==> src/rtl/fifo_wr_arbiter.sv <==
`default_nettype none
// ==========================================================================
// fifo_wr_arbiter : round-robin, burst-limited arbiter onto one FIFO write port
// Rev 1.0
// ==========================================================================
module fifo_wr_arbiter #(
  parameter int N_REQ     = 4,
  parameter int DW        = 8,
  parameter int MAX_BURST = 4
) (
  input  logic                     clk,
  input  logic                     rst,
  input  logic [N_REQ-1:0]         req,
  input  logic [N_REQ*DW-1:0]      req_data,
  output logic [N_REQ-1:0]         gnt,
  input  logic                     fifo_full,
  output logic                     fifo_wr_en,
  output logic [DW-1:0]            fifo_wr_data,
  output logic [$clog2(N_REQ)-1:0] fifo_src,
  output logic [15:0]              xfer_cnt
);

  localparam int SW = $clog2(N_REQ);
  localparam int BW = $clog2(MAX_BURST + 1);
  localparam logic [SW-1:0] C_LAST_IDX  = SW'(N_REQ - 1);
  localparam logic [BW-1:0] C_LAST_BEAT = BW'(MAX_BURST - 1);

  typedef enum logic [0:0] {
    IDLE  = 1'b0,
    BURST = 1'b1
  } state_t;

  state_t        state_q, state_d;
  logic [SW-1:0] owner_q, owner_d;
  logic [SW-1:0] rr_ptr_q, rr_ptr_d;
  logic [BW-1:0] beat_cnt_q, beat_cnt_d;
  logic [15:0]   xfer_cnt_q, xfer_cnt_d;

  logic [DW-1:0] w_slot [N_REQ];
  logic [SW-1:0] w_pick_lo, w_pick_hi, w_pick, w_owner_nxt;
  logic          w_lo_vld, w_hi_vld, w_grant_ok, w_xfer;

  for (genvar g = 0; g < N_REQ; g++) begin : g_slot
    assign w_slot[g] = req_data[g*DW +: DW];
  end

  // Lowest requester at or above rr_ptr wins; otherwise wrap to lowest overall.
  always_comb begin
    w_pick_lo = '0;
    w_pick_hi = '0;
    w_lo_vld  = 1'b0;
    w_hi_vld  = 1'b0;
    for (int j = N_REQ - 1; j >= 0; j--) begin
      if (req[SW'(j)]) begin
        w_pick_lo = SW'(j);
        w_lo_vld  = 1'b1;
        if (SW'(j) >= rr_ptr_q) begin
          w_pick_hi = SW'(j);
          w_hi_vld  = 1'b1;
        end
      end
    end
  end

  assign w_pick      = w_hi_vld ? w_pick_hi : w_pick_lo;
  assign w_owner_nxt = (owner_q == C_LAST_IDX) ? '0 : owner_q + SW'(1);
  assign w_grant_ok  = (state_q == BURST) && !fifo_full && !rst;
  assign w_xfer      = w_grant_ok && req[owner_q];

  always_comb begin
    state_d    = state_q;
    owner_d    = owner_q;
    rr_ptr_d   = rr_ptr_q;
    beat_cnt_d = beat_cnt_q;
    xfer_cnt_d = xfer_cnt_q;
    gnt        = '0;
    if (w_grant_ok) gnt[owner_q] = 1'b1;
    case (state_q)
      IDLE: begin
        if (w_lo_vld) begin
          owner_d    = w_pick;
          beat_cnt_d = '0;
          state_d    = BURST;
        end
      end
      BURST: begin
        if (w_xfer) begin
          beat_cnt_d = beat_cnt_q + BW'(1);
          xfer_cnt_d = xfer_cnt_q + 16'd1;
        end
        // A dropped request ends the tenure even while the FIFO is full.
        if (!req[owner_q] || (w_xfer && (beat_cnt_q == C_LAST_BEAT))) begin
          state_d  = IDLE;
          rr_ptr_d = w_owner_nxt;
        end
      end
      default: state_d = IDLE;
    endcase
  end

  always_ff @(posedge clk) begin
    if (rst) begin
      state_q    <= IDLE;
      owner_q    <= '0;
      rr_ptr_q   <= '0;
      beat_cnt_q <= '0;
      xfer_cnt_q <= '0;
    end else begin
      state_q    <= state_d;
      owner_q    <= owner_d;
      rr_ptr_q   <= rr_ptr_d;
      beat_cnt_q <= beat_cnt_d;
      xfer_cnt_q <= xfer_cnt_d;
    end
  end

  assign fifo_wr_en   = w_xfer;
  assign fifo_wr_data = w_slot[owner_q];
  assign fifo_src     = owner_q;
  assign xfer_cnt     = xfer_cnt_q;

endmodule
`default_nettype wire

==> config.mk <==
export PLATFORM = sky130hd
export DESIGN_NAME = fifo_wr_arbiter
export DESIGN_NICKNAME = d
export VERILOG_FILES = /design/src/rtl/fifo_wr_arbiter.sv
export SDC_FILE = /design/constraint.sdc
export NUM_CORES = 1
export LEC_CHECK = 0
export CELL_PAD_IN_SITES_DETAIL_PLACEMENT = 0
export CELL_PAD_IN_SITES_GLOBAL_PLACEMENT = 2
export CORE_MARGIN = 2
export CORE_UTILIZATION = 18
export DETAILED_ROUTE_END_ITERATION = 6
export PLACE_DENSITY_LB_ADDON = 0.1
export SETUP_SLACK_MARGIN = 0.4
export SLEW_MARGIN = 20
export SYNTH_ARGS = -nofsm -noshare
export SYNTH_HDL_FRONTEND = slang
export SYNTH_SLANG_ARGS = --single-unit
export TNS_END_PERCENT = 20
==> constraint.sdc <==
create_clock -name clk -period 1.4 [get_ports clk]
set_input_delay 0.14 -clock clk [delete_from_list [all_inputs] [get_ports clk]]
set_output_delay 0.14 -clock clk [all_outputs]
set_load 0.005 [all_outputs]
==> run metrics <==
outcome=finished, violations left; violated checks=setup timing; Sink Count=23; Avg Cell Area, Syn=8.866 um2; CP Max Fanout=5; Initial Util=18.34%; Post-route DRC=0; Post-synth top cells=dfxtp_1 (23), nor2_1 (14), a21oi_1 (12); Yosys reg bits=23; WP data required=1.60 ns; CP endpoint kind=flop; IO buf count=48; CTS Hold Buffers Added=0; drt initial violations=34; Final Critical Period=around 1.6 ns; final setup fails=25; fraction of layout cells with a size suffix above 1=54.58%; final worst slack=-0.1599 ns; Clock transition at path regs=0.09 ns; antenna violations before repair=0; count of cell types in the netlist=36; cell area after layout=2471 um2; Main synth FF type=dfxtp_1; Storage cell area=483.0 um2; setup TNS=-1.546 ns; I/O pins=70; Die X=~87 um; worst min-delay path category=flop to flop; Mapped Cells=139; met1 usage=about an eighth; period utilization=111.4%; reg2reg setup slack=-0.16 ns; Async S/R FF share, synth=0%; die area=7525 um2; critical path cell sequence=and4_4 -> nand4_1 -> buf_6 -> or4_1 -> a21oi_1; via count=1,399; CTS tree=done; footprint of the multi-input gates=832.0 um2; GR peak layer=met2; top-area cell type share of the netlist area=37.36%; largest area contributor in the netlist=dfxtp_1; CTS Buffer Depth=2; post-synthesis sequential area ratio=37.36%; CTS buffer count=3; Fmax=between 600 and 700 MHz; # fillers=695; met3 GRT Util=3.048%; Post-DP Area=2079 um2; critical path's largest stage delay=0.51 ns; core box area=6719 um2; max-capacitance violation count=0; pre-CTS setup slack=-0.6134 ns; unrepaired setup endpoints after global routing=yes; DR vias/cell=between 4 and 5; CTS root buf=clkbuf_8; Lkg Pwr=1.070 nW; critical path startpoint category=flop; vias in the first global route=1,513; global placer's final weighted congestion=0.7182; largest net degree at the start of global routing=26; nets=283; row cnt=30; YS warnings=0; final hold vios=0; Max Slew Vio Count=0; Max VDD drop=0.2496 mV; Total GRT Usage=10.66%; critical path type=flop to flop; most instantiated library cell after synthesis=dfxtp_1; Power per Cell Area=slightly below 600 nW/um2; worst skew pair latency=approximately 0.26 ns; Mapped Area=1232 um2; ant diodes=0; worst endpoint data arrival time=1.76 ns; M2 GR Usage=19.93%; Max Clock Skew=0.003690 ns; Pre-antenna DRT Iters=4; routed wire length per instance=12.07 um; total grt overflow=0; Routed Antenna Nets=0; H-tree depth=1; global-route wire length before repair=roughly 6.5 mm; hold_ws=~0.50 ns; Layout area overhead=100.5%; dominant cells by area after synthesis=dfxtp_1 (37%), mux2_2 (9.1%), a21oi_1 (4.9%); final WL=3.862 mm; CP max-delay cell=or4_1; die height=86.75 um; number of flops mapped to enable cells by yosys=0; Final HPWL DP=2.884 mm
[cell usage in the layout (no fill, tap or decap), drive strengths merged, types with 6 or more instances in the layout]
cell            n
a21oi          12
nand2           7
dfxtp          23
buf            80
o21ai           6
or4             6
nor2           15
clkdlybuf4s50  20
mux2           10
[kinds of logic (layout without fill, tap and decap cells)]
kind of cell,count (synthesis),count (layout),share of synthesized area (%)
adder cells (fa/ha/maj),3,3,3.046
buffers and inverters,15,114,7.005
XOR/XNOR,7,7,4.975
multiplexers,11,11,9.949
AO/OA/AOI/OAI,26,26,12.39
other,1,3,0.3043
flip-flops,23,23,37.36
AND/OR/NAND/NOR,53,53,24.98
[power by group]
part | switching (W) | total (W) | leakage [nW] | internal [W]
logic | 0.000126 | 0.000365 | 0.850 | 0.000239
registers | 0.00000832 | 0.000672 | 0.194 | 0.000664
clock network | 0.000223 | 0.000422 | 0.0255 | 0.000199
total | 0.000357 | 0.00146 | 1.07 | 0.00110
[routing by layer]
metal  up-vias  part of all wire, %
met5         -                    0
met4         0                 0.49
met3         2                  5.9
met2        49                   48
met1       652                   45
li1        696                    -
[cell type report]
class | instances | area share (%)
Tap cell | 80 | 4.051
Sequential cell | 23 | 19.54
Clock buffer | 3 | 1.671
Multi-Input combinational cell | 103 | 33.67
Inverter | 4 | 0.6076
Clock inverter | 1 | 0.2025
Timing Repair Buffer | 106 | 40.25
[stage by stage]
step           total power, W  instances  util (%)
2_1_floorplan       0.0007976        141         -
3_3_place_gp        0.0009487        298     30.95
3_5_place_dp        0.0009511        298     30.95
4_1_cts              0.001471        314     34.58
5_1_grt              0.001540        320     36.78
6_report             0.001458        320     36.78
[repair_timing]
item | CTS | global route
cloned | 0 | 1
endpoints found under the setup margin | 51 | 51
gates resized for setup | 135 | 33
pin swaps | 15 | 21
buffers inserted | 12 | 5
[flip-flops by register name, indices dropped and copies added (netlist names)]
register,count
beat_cnt_q,3
fifo_src,1
rr_ptr_q,2
state_q,1
xfer_cnt,16
[worst max-delay path: cells and delay by family (launching register included)]
kind,cells,cell delay (ns)
DFF,1,0.34
and+or+nand+nor,3,0.87
buffers and inverters,1,0.17
AOI/OAI and AO/OA,1,0.13
[final timing paths]
kind                                    from           end  depth (start not counted)
worst max-delay path             xfer_cnt[5]  xfer_cnt[12]                          5
worst min-delay path            xfer_cnt[15]  xfer_cnt[15]                          2
worst max register to register   xfer_cnt[5]  xfer_cnt[12]                          5
worst min register to register  xfer_cnt[15]  xfer_cnt[15]                          2
(Power assumes the default switching activity.)
